**config.mk**
```make
export PLATFORM = sky130hd
export DESIGN_NAME = uart1_rx
export DESIGN_NICKNAME = d
export VERILOG_FILES = /design/src/rtl/uart1_rx.sv
export SDC_FILE = /design/constraint.sdc
export NUM_CORES = 1
export LEC_CHECK = 0
export CAP_MARGIN = 20
export CELL_PAD_IN_SITES_DETAIL_PLACEMENT = 1
export CELL_PAD_IN_SITES_GLOBAL_PLACEMENT = 1
export CORE_MARGIN = 1.5
export CORE_UTILIZATION = 43
export DETAILED_ROUTE_END_ITERATION = 16
export GPL_TIMING_DRIVEN = 1
export HOLD_SLACK_MARGIN = 0.05
export PLACE_DENSITY = 0.74
export SYNTH_ARGS = -nofsm -noshare
export SYNTH_HDL_FRONTEND = slang
export SYNTH_SLANG_ARGS = --single-unit
```
**constraint.sdc**
```tcl
create_clock -name clk -period 2.75 [get_ports clk]
set_clock_uncertainty 0.05 [all_clocks]
set_input_delay 0.825 -clock clk [delete_from_list [all_inputs] [get_ports clk]]
set_output_delay 0.825 -clock clk [all_outputs]
set_load 0.03 [all_outputs]
```
**src/rtl/uart1_rx.sv**
```systemverilog
// 8N1 serial receiver for the UART1 tx1 line: synchronizes rx1, samples each bit
// at its centre and presents received bytes with a one-cycle valid or framing-error strobe.
//
//  state   | meaning
//  --------+-------------------------------------------------------------
//  IDLE    | line idle, waiting for rx_s low
//  START   | half-bit wait to confirm the start bit at its centre
//  DATA    | sampling 8 data bits, LSB first, one per bit period
//  STOP    | sampling the stop bit; good frame or framing error
//  BREAK   | stop bit was low; wait for the line to return high
module uart1_rx #(
    parameter int CLKS_PER_BIT = 16,
    parameter int CNT_W        = 8
) (
    input  logic       clk,
    input  logic       rst,
    input  logic       rx1,
    output logic [7:0] data_out,
    output logic       data_valid,
    output logic       frame_err,
    output logic       rx_busy
);

    localparam logic [2:0] S_IDLE  = 3'd0;
    localparam logic [2:0] S_START = 3'd1;
    localparam logic [2:0] S_DATA  = 3'd2;
    localparam logic [2:0] S_STOP  = 3'd3;
    localparam logic [2:0] S_BREAK = 3'd4;

    localparam logic [CNT_W-1:0] HALF_TC = CNT_W'(CLKS_PER_BIT / 2 - 1);
    localparam logic [CNT_W-1:0] FULL_TC = CNT_W'(CLKS_PER_BIT - 1);

    logic             rx_meta_q;
    logic             rx_s_q;
    logic [2:0]       state_q, state_d;
    logic [CNT_W-1:0] cnt_q, cnt_d;
    logic [2:0]       bit_idx_q, bit_idx_d;
    logic [7:0]       shift_q, shift_d;
    logic [7:0]       data_q, data_d;
    logic             valid_q, valid_d;
    logic             err_q, err_d;

    always_ff @(posedge clk) begin
        if (rst) begin
            rx_meta_q <= 1'b1;
            rx_s_q    <= 1'b1;
            state_q   <= S_IDLE;
            cnt_q     <= '0;
            bit_idx_q <= '0;
            shift_q   <= '0;
            data_q    <= '0;
            valid_q   <= 1'b0;
            err_q     <= 1'b0;
        end else begin
            rx_meta_q <= rx1;
            rx_s_q    <= rx_meta_q;
            state_q   <= state_d;
            cnt_q     <= cnt_d;
            bit_idx_q <= bit_idx_d;
            shift_q   <= shift_d;
            data_q    <= data_d;
            valid_q   <= valid_d;
            err_q     <= err_d;
        end
    end

    always_comb begin
        state_d   = state_q;
        cnt_d     = cnt_q;
        bit_idx_d = bit_idx_q;
        shift_d   = shift_q;
        data_d    = data_q;
        valid_d   = 1'b0;
        err_d     = 1'b0;

        case (state_q)
            S_IDLE: begin
                if (!rx_s_q) begin
                    state_d = S_START;
                    cnt_d   = '0;
                end
            end
            S_START: begin
                if (cnt_q == HALF_TC) begin
                    cnt_d = '0;
                    // a line that is high again at mid-start was only a glitch
                    if (!rx_s_q) begin
                        state_d   = S_DATA;
                        bit_idx_d = '0;
                    end else begin
                        state_d = S_IDLE;
                    end
                end else begin
                    cnt_d = cnt_q + 1'b1;
                end
            end
            S_DATA: begin
                if (cnt_q == FULL_TC) begin
                    cnt_d            = '0;
                    shift_d[bit_idx_q] = rx_s_q;
                    if (bit_idx_q == 3'd7) begin
                        state_d = S_STOP;
                    end else begin
                        bit_idx_d = bit_idx_q + 3'd1;
                    end
                end else begin
                    cnt_d = cnt_q + 1'b1;
                end
            end
            S_STOP: begin
                if (cnt_q == FULL_TC) begin
                    cnt_d = '0;
                    // leaving at mid-stop-bit keeps a directly following start edge catchable
                    if (rx_s_q) begin
                        data_d  = shift_q;
                        valid_d = 1'b1;
                        state_d = S_IDLE;
                    end else begin
                        err_d   = 1'b1;
                        state_d = S_BREAK;
                    end
                end else begin
                    cnt_d = cnt_q + 1'b1;
                end
            end
            S_BREAK: begin
                if (rx_s_q) begin
                    state_d = S_IDLE;
                end
            end
            default: begin
                state_d = S_IDLE;
            end
        endcase
    end

    assign data_out   = data_q;
    assign data_valid = valid_q;
    assign frame_err  = err_q;
    assign rx_busy    = (state_q != S_IDLE);

endmodule

```
==> results of run 1 <==
[worst max-delay path, stage by stage (launching register included)]
cell	delay, ns
dfxtp_1	0.59
nor2_1	0.14
nand2_1	0.09
clkdlybuf4s50_1	0.66
[per-layer routing]
| layer | GRT usage, % | vias up | part of all wire (%) |
|---|---|---|---|
| li1 | - | 703 | - |
| met1 | 25.9 | 691 | 48 |
| met2 | 33.5 | 24 | 47 |
| met3 | 5.21 | 6 | 3.5 |
| met4 | 7.18 | 0 | 1.5 |
| met5 | 0 | - | 0 |
[sequential cells by signal (all words and copies together), names as in the netlist]
signal	cells
rx_s_q	1
data_valid	1
rx_meta_q	1
cnt_q	8
data_out	8
bit_idx_q	3
state_q	3
frame_err	1
shift_q	8
[final timing paths]
check,cells past startpoint,startpoint,end
worst min-delay path,1,rx_meta_q$_SDFF_PP1_,rx_s_q$_SDFF_PP1_
worst max register to register,6,bit_idx_q[1]$_SDFFE_PP0P_,bit_idx_q[0]$_SDFFE_PP0P_
worst min register to register,1,rx_meta_q$_SDFF_PP1_,rx_s_q$_SDFF_PP1_
worst max-delay path,3,state_q[0]$_SDFFE_PP0P_,rx_busy
[placed cells by master, fill, tap and decap left out, types with 2 or more instances in the layout]
cell              n
nand3_1           5
o31ai_1           2
a2111oi_0         2
o2111ai_1         2
inv_1             2
nor4b_1           3
nor4_1            3
o22ai_1           2
nand2b_1          9
o31a_1            3
o211ai_1          3
nor3_1            3
clkdlybuf4s50_1  13
mux2i_1          16
a21oi_1           5
nand2_1          26
ha_1              3
o21ai_0           3
dfxtp_1          34
buf_4             5
clkbuf_8          6
nor2b_1           5
or2_2             5
nor2_1           17
nand4_1           3
[kinds of logic (layout without fill, tap and decap cells)]
logic type,Yosys count,in the layout,synth area share [%]
muxes,16,16,9.71
xor gates and xnor gates,1,1,0.531
and+or+nand+nor,89,89,29.1
AOI/OAI and AO/OA,30,30,13.8
buffers and inverters,12,28,3.34
adders and majority gates,3,3,2.28
DFF,34,34,41.3
[through the flow]
step                      utilization [%]  instances  setup WS, ns
after CTS                            52.6        249        0.0962
after global routing                 52.6        249       0.00540
final                                52.6        249         0.105
after floorplan                         -        185         0.526
after global placement               50.0        241         0.328
after detailed placement             50.0        241         0.135
[power by group]
part	internal (mW)	total, mW	leakage (nW)	switching (mW)
logic	0.0148	0.0352	0.342	0.0203
registers	0.495	0.501	0.274	0.00541
clock network	0.201	0.385	0.0472	0.184
total	0.711	0.921	0.664	0.210
[cell type report]
class	count	area, sq um
tap	48	60.1
sequential	34	681
clock buffer	6	82.6
clock inverter	2	12.5
fill	424	1740
timing repair buffer	18	168
inverter	2	7.51
multi-input combinational	139	913
==> results.txt, run 1 <==
asr flop ratio synth: 0%
DRC viols: 0
post-CTS resize count: 0
grt ovf: 0
CTS HTree Levels: 2
gpl congestion: 0.879
Tot Pwr: 921 uW
unrepaired setup endpoints after global routing: no
type of the most critical hold path: register to register
CP Class: register to output pin
syn_nets: 191
number of enable flip-flop cells after synthesis: 0
PortBufs: 13
Cell variety after synth: 45
CTS tree: built
min Tclk post-route: 2.65 ns
Clk pin slew, worst setup/hold paths: 0.07 ns
largest cells by area after synthesis: dfxtp_1, mux2i_1, nand2_1
largest area contributor in the netlist: dfxtp_1
Tcrit/Tclk final: 96.2%
Area growth syn-to-layout: 16.7%
Routed WL: 3790 um
syn_area_per_cell: 8.91 sq um
total CTS buffers: 5
DR vias/cell: 5.72
Initial Utilization: 45.0%
initial DRC count: 51
WL/cell: 15.2 um
commonest cells in the synthesized netlist: dfxtp_1, nand2_1, nor2_1
Final Setup Violations: 0
worst hold slack: 0.371 ns
Final Slew Violations: 0
Synth Instances: 185
Max Fclk: 378 MHz
maximum clock path buffer count: 2
core area: 3660 sq um
Yosys reg bits: 34
DR vias: 1424
Main synth FF type: dfxtp_1
largest net degree at the start of global routing: 33
Final Hold Vio Count: 0
Post CTS Setup Buffer Count: 0
area share of the largest cell type after synthesis: 41.3%
Final HPWL DP: 2630 um
fin nets: 206
Worst R2R Setup Slack: 0.36 ns
Max Cap Violations: 0
initial antenna violation count: 0
post-route cell area: 1920 sq um
post-route ant nets: 0
total global-route track usage: 20.4%
CTS sink cnt: 34
die height: 64.9 um
Post-DP Area: 1830 sq um
clock root buffer: clkbuf_8
first-pass GRT wire length: 6640 um
relative slew slack: 45.7%
worst slew pin tran: 0.803 ns
fraction of layout cells with a size suffix above 1: 11.4%
crit path max fanout: 15
antenna diode instance count: 0
hold_buf cts: 0
vias in the first global route: 1374
Crit path arrival time: 1.77 ns
Leakage Power: 0.664 nW
top-count cell post-synth: dfxtp_1
die width: 64.9 um
Worst-Skew Late Latency: 0.28 ns
I/O pin cnt: 14
Syn. warnings: 0
CP Data Required Time: 1.88 ns
Power Dens Cells: 479 nW/um^2
status: finished clean
TNS Setup: 0 ns
register area share after synthesis: 41.3%
CP startpoint kind: register
die area: 4220 sq um
Worst setup EP type: output pin
VDD IR max: 0.000328 V
1st-pass router iterations: 4
Mapped Area: 1650 sq um
FP Rows: 22
Power figures use the tool's default switching activity.
==> run 2, diff against run 1 <==
Settings changed: CORE_UTILIZATION 43 to 39, CTS_CLUSTER_SIZE set to 10, PLACE_DENSITY 0.74 to 0.71.
Clock period 2.75 ns to 2.3 ns, I/O delays scaled along.
==> results.txt, run 2 (synthesis results as in run 1) <==
status: finished clean
area occupied by multi-input gates: 938 sq um (+2.7%)
CTS tree: built
worst hold slack: 0.361 ns (-0.00986 ns)
Worst-Skew Late Latency: 0.28 ns (about the same)
Final HPWL DP: 2900 um (+10%)
PortBufs: 13 (unchanged)
Initial Utilization: 40.9% (-4.1 points)
Tot Pwr: 1.07 mW (+16%)
Final Core Density: 50.7% (-1.8 points)
CP startpoint kind: register
Slowest cell on crit path: or4bb_1
CTS HTree Levels: 2 (unchanged)
Final Slew Violations: 0 (unchanged)
post-route ant nets: 0 (unchanged)
FP Rows: 23 (+4.5%)
1st-pass router iterations: 4 (unchanged)
initial antenna violation count: 0 (unchanged)
core area: 4030 sq um (+10%)
crit path max fanout: 5 (-10)
Clk pin slew, worst setup/hold paths: 0.07 ns (about the same)
WL/cell: 15.2 um (-0.23%)
Area growth syn-to-layout: 23.9%
TNS Setup: 0 ns (unchanged)
first-pass GRT wire length: 6640 um (-0.11%)
hold_buf cts: 0 (unchanged)
most frequent CP cell: ha_4
I/O pin cnt: 14 (unchanged)
most frequent cells in the layout: dfxtp_1, nand2_1, buf_4, nor2_1, mux2i_1
DRC viols: 0 (unchanged)
maximum clock path buffer count: 2 (unchanged)
die height: 68.0 um (+4.8%)
Leakage Power: 0.722 nW (+8.8%)
CP Data Required Time: 2.47 ns (+0.59 ns)
Power Dens Cells: 521 nW/um^2 (+9.0%)
min Tclk post-route: 2.24 ns
VDD IR max: 0.000271 V (-17%)
total CTS buffers: 5 (unchanged)
DR vias/cell: 5.53 (-3.4%)
Filler Cell Count: 491 (+16%)
Post-DP Area: 1930 sq um (+5.5%)
CP Class: register to register
die area: 4630 sq um (+9.8%)
fin nets: 220 (+6.8%)
antenna diode instance count: 0 (unchanged)
vias in the first global route: 1408 (+2.5%)
type of the most critical hold path: register to register
leading cell type in the layout, fill and taps excluded: dfxtp_1
Final Setup Violations: 0 (unchanged)
Max Cap Violations: 0 (unchanged)
Tcrit/Tclk final: 97.5%
total global-route track usage: 19.4% (-1.0 points)
Final Hold Vio Count: 0 (unchanged)
worst path cell trace: ha_4, ha_4, or4bb_1, a2111o_1, or3b_1, a21oi_2
max incr delay on CP: 0.50 ns (-0.16 ns)
largest net degree at the start of global routing: 22 (-33%)
sequential standard cell area: 683 sq um (+0.37%)
clock root buffer: clkbuf_8
fraction of layout cells with a size suffix above 1: 18.2% (+6.8 points)
DR vias: 1459 (+2.5%)
die width: 68.0 um (+4.8%)
Routed WL: 4010 um (+5.8%)
post-route cell area: 2040 sq um (+6.2%)
gpl congestion: 0.756 (-14%)
Crit path arrival time: 2.41 ns (+0.64 ns)
Max Fclk: 446 MHz
initial DRC count: 107 (+110%)
Worst setup EP type: register
worst slew pin tran: 0.433 ns (-0.371 ns)
CTS sink cnt: 34 (unchanged)
relative slew slack: 70.8% (+25 points)
grt ovf: 0 (unchanged)
## run 2: cell types whose count changed in the layout (fill, tap and decap cells not counted), moves of 2 or more
cell	change
buf_4	+14
ha_4	+2
ha_1	-2
dfxtp_2	+2
dfxtp_1	-2
## run 2: routing by layer
| metal | vias up | track usage [%] | share of wire [%] |
|---|---|---|---|
| met4 | 0 | 6.00 | 0.90 |
| met1 | 715 | 25.5 | 48 |
| met2 | 17 | 30.7 | 49 |
| li1 | 723 | - | - |
| met5 | - | 0 | 0 |
| met3 | 4 | 5.43 | 2.9 |
## run 2: critical path: cells and delay by family, from the launching register on
kind | cells | cell delay (ns)
AO/OA/AOI/OAI | 2 | 0.56
flip-flops | 1 | 0.34
adder cells (fa/ha/maj) | 2 | 0.32
AND/OR/NAND/NOR | 2 | 0.91
## run 2: through the flow
step | cells | setup slack (ns)
floorplan | 185 | 0.0764
global placement | 256 | 0.101
detailed placement | 256 | -0.0307
CTS | 264 | 0.0175
global route | 264 | -0.00195
finish | 264 | 0.0572
## run 2: path summary, 6_finish.rpt
kind,start,endpoint,slack [ns],cells after the start
worst max-delay path,bit_idx_q[1]$_SDFFE_PP0P_,bit_idx_q[0]$_SDFFE_PP0P_,0.06,6
worst max register to register,bit_idx_q[1]$_SDFFE_PP0P_,bit_idx_q[0]$_SDFFE_PP0P_,0.06,6
worst min register to register,rx_meta_q$_SDFF_PP1_,rx_s_q$_SDFF_PP1_,0.36,1
worst min-delay path,rx_meta_q$_SDFF_PP1_,rx_s_q$_SDFF_PP1_,0.36,1
## run 2: final cells by class
cell class | count | area share (%)
clock inverter | 1 | 0.367
multi-input combinational | 139 | 45.9
sequential | 34 | 33.4
inverter | 2 | 0.367
clock buffer | 6 | 3.55
tap | 50 | 3.06
timing repair buffer | 32 | 13.3
## run 2: timing repair
| item | CTS | global route |
|---|---|---|
| setup buffers | 1 | 0 |
| gates resized for setup | 3 | 4 |
| pin swaps | 2 | 4 |
| endpoints found under the setup margin | 2 | 3 |
| hold endpoints to repair | 0 | 0 |
## run 2: report_power, final
| part | leakage, nW | total (mW) | internal (mW) | switching [mW] |
|---|---|---|---|---|
| Combinational | 0.410 | 0.0501 | 0.0220 | 0.0281 |
| Sequential | 0.275 | 0.596 | 0.592 | 0.00409 |
| Clock | 0.0373 | 0.419 | 0.207 | 0.211 |
==> run 3, diff against run 2 <==
Settings changed: CORE_UTILIZATION 39 to 43, GPL_TIMING_DRIVEN 1 to 0, PLACE_DENSITY 0.71 to 0.74.
Clock period 2.3 ns to 2.1 ns, I/O delays scaled along.
==> results.txt, run 3 (synthesis results as in run 1) <==
worst path cell trace: ha_4, ha_4, or4bb_1, a2111o_1, buf_4, or2_4, a21oi_1
CP top delay family: simple AND/OR/NAND/NOR gates
first-pass GRT wire length: 7720 um (+16%)
DRC viols: 0 (unchanged)
type of the most critical hold path: register to register
Slowest cell on crit path: or4bb_1
vias in the first global route: 1537 (+9.2%)
gpl congestion: 0.818 (+8.2%)
CP startpoint kind: register
hold_buf cts: 0 (unchanged)
total CTS buffers: 5 (unchanged)
antenna diode instance count: 0 (unchanged)
worst setup margin: -0.146 ns (-0.203 ns)
Leakage Power: 0.728 nW (+0.74%)
CTS sink cnt: 34 (unchanged)
Post-Place Worst Slack: -0.462 ns (-0.431 ns)
Routed WL: 4620 um (+15%)
FP Rows: 22 (-4.3%)
Clk pin slew, worst setup/hold paths: 0.07 ns (about the same)
TNS Setup: -0.413 ns (-0.413 ns)
Final Setup Violations: 3 (+3)
I/O pin cnt: 14 (unchanged)
min Tclk post-route: 2.25 ns (+0.00304 ns)
CTS tree: built
relative slew slack: 64.0% (-6.7 points)
CTS HTree Levels: 2 (unchanged)
initial DRC count: 61 (-43%)
Area growth syn-to-layout: 28.6%
leading cell type in the layout, fill and taps excluded: dfxtp_1
post-route ant nets: 0 (unchanged)
die width: 64.9 um (-4.6%)
Final Hold Vio Count: 0 (unchanged)
Cell Count, Final, Fillers Out: 261 (-1.1%)
Worst-Skew Late Latency: 0.30 ns (+0.02 ns)
total global-route track usage: 24.6% (+5.2 points)
1st-pass router iterations: 4 (unchanged)
DR vias/cell: 5.83 (+5.5%)
core area: 3660 sq um (-9.1%)
crit path max fanout: 5 (unchanged)
Tcrit/Tclk final: 107% (+9.4 points)
status: complete, but fails checks
Inst Count DP: 246 (-3.9%)
Crit path arrival time: 2.42 ns (about the same)
fraction of layout cells with a size suffix above 1: 20.7% (+2.4 points)
CP Buf/Inv Count: 1 (+1)
WL/cell: 17.7 um (+16%)
failing checks: negative setup slack
fin nets: 218 (-0.91%)
die area: 4220 sq um (-8.9%)
Max Cap Violations: 0 (unchanged)
unrepaired setup endpoints after global routing: yes
die height: 64.9 um (-4.6%)
CP Class: register to register
initial antenna violation count: 0 (unchanged)
Final HPWL DP: 3090 um (+6.4%)
maximum clock path buffer count: 2 (unchanged)
Worst setup EP type: register
Initial Utilization: 45.0% (+4.1 points)
CP Data Required Time: 2.27 ns (-0.20 ns)
max incr delay on CP: 0.47 ns (-0.03 ns)
DR vias: 1522 (+4.3%)
largest net degree at the start of global routing: 11 (-50%)
worst slew pin tran: 0.535 ns (+0.102 ns)
Final Slew Violations: 0 (unchanged)
Power Dens Cells: 614 nW/um^2 (+18%)
most frequent cells in the layout: dfxtp_1, nand2_1, nor2_1, mux2i_1, clkdlybuf4s50_1
PortBufs: 13 (unchanged)
VDD IR max: 0.000494 V (+82%)
most frequent CP cell: ha_4
Max Fclk: 445 MHz (-0.14%)
clock root buffer: clkbuf_8
grt ovf: 0 (unchanged)
Final Core Density: 57.9% (+7.2 points)
==> run 3: cell types whose count changed in the layout (fill, tap and decap cells not counted), moves of 2 or more <==
cell,delta
clkbuf_2,+3
nor4b_1,-2
dfxtp_4,+2
or2_4,+2
buf_4,-11
clkbuf_1,+3
or2_2,-2
==> run 3: cell type report <==
class,count,area [sq um]
Fill cell,427,1540
Multi-Input combinational cell,139,1000
Sequential cell,34,689
Timing Repair Buffer,21,204
Clock buffer,7,76.3
Tap cell,48,60.1
Buffer,9,50.0
Clock inverter,1,30.0
Inverter,2,7.51
==> run 3: path summary, 6_finish.rpt <==
| path | startpoint | end | slack, ns | cells past startpoint |
|---|---|---|---|---|
| hold / removal | rx_meta_q$_SDFF_PP1_ | rx_s_q$_SDFF_PP1_ | 0.40 | 1 |
| setup reg to reg | bit_idx_q[0]$_SDFFE_PP0P_ | bit_idx_q[1]$_SDFFE_PP0P_ | -0.15 | 7 |
| hold reg to reg | rx_meta_q$_SDFF_PP1_ | rx_s_q$_SDFF_PP1_ | 0.40 | 1 |
| setup / recovery | bit_idx_q[0]$_SDFFE_PP0P_ | bit_idx_q[1]$_SDFFE_PP0P_ | -0.15 | 7 |
==> run 3: per-layer routing <==
| metal | part of all wire, % | track usage, % | up-vias |
|---|---|---|---|
| met1 | 45 | 30.7 | 753 |
| met5 | 0 | 0 | - |
| met3 | 3.7 | 6.94 | 10 |
| li1 | - | - | 723 |
| met2 | 49 | 39.6 | 36 |
| met4 | 2.1 | 10.4 | 0 |
==> run 3: what timing repair did <==
item | 4_1_cts | 5_1_grt
pin swaps | 4 | 3
resized for setup | 13 | 11
setup buffers | 5 | 3
setup endpoints to repair | 13 | 11
endpoints found under the hold margin | 0 | 0
==> run 3: power by group <==
part	switching, mW	leakage [nW]	internal (mW)
sequential	0.00568	0.277	0.646
clock	0.241	0.0524	0.355
combinational	0.0340	0.399	0.0215
==> run 3: through the flow <==
stage	hold slack [ns]	power [mW]	instance area [sq um]
after floorplan	0.339	0.699	1670
after global routing	0.414	1.35	2120
after CTS	0.384	1.32	2060
after detailed placement	0.364	0.719	1860
after global placement	0.349	0.717	1860
final	0.404	1.30	2120
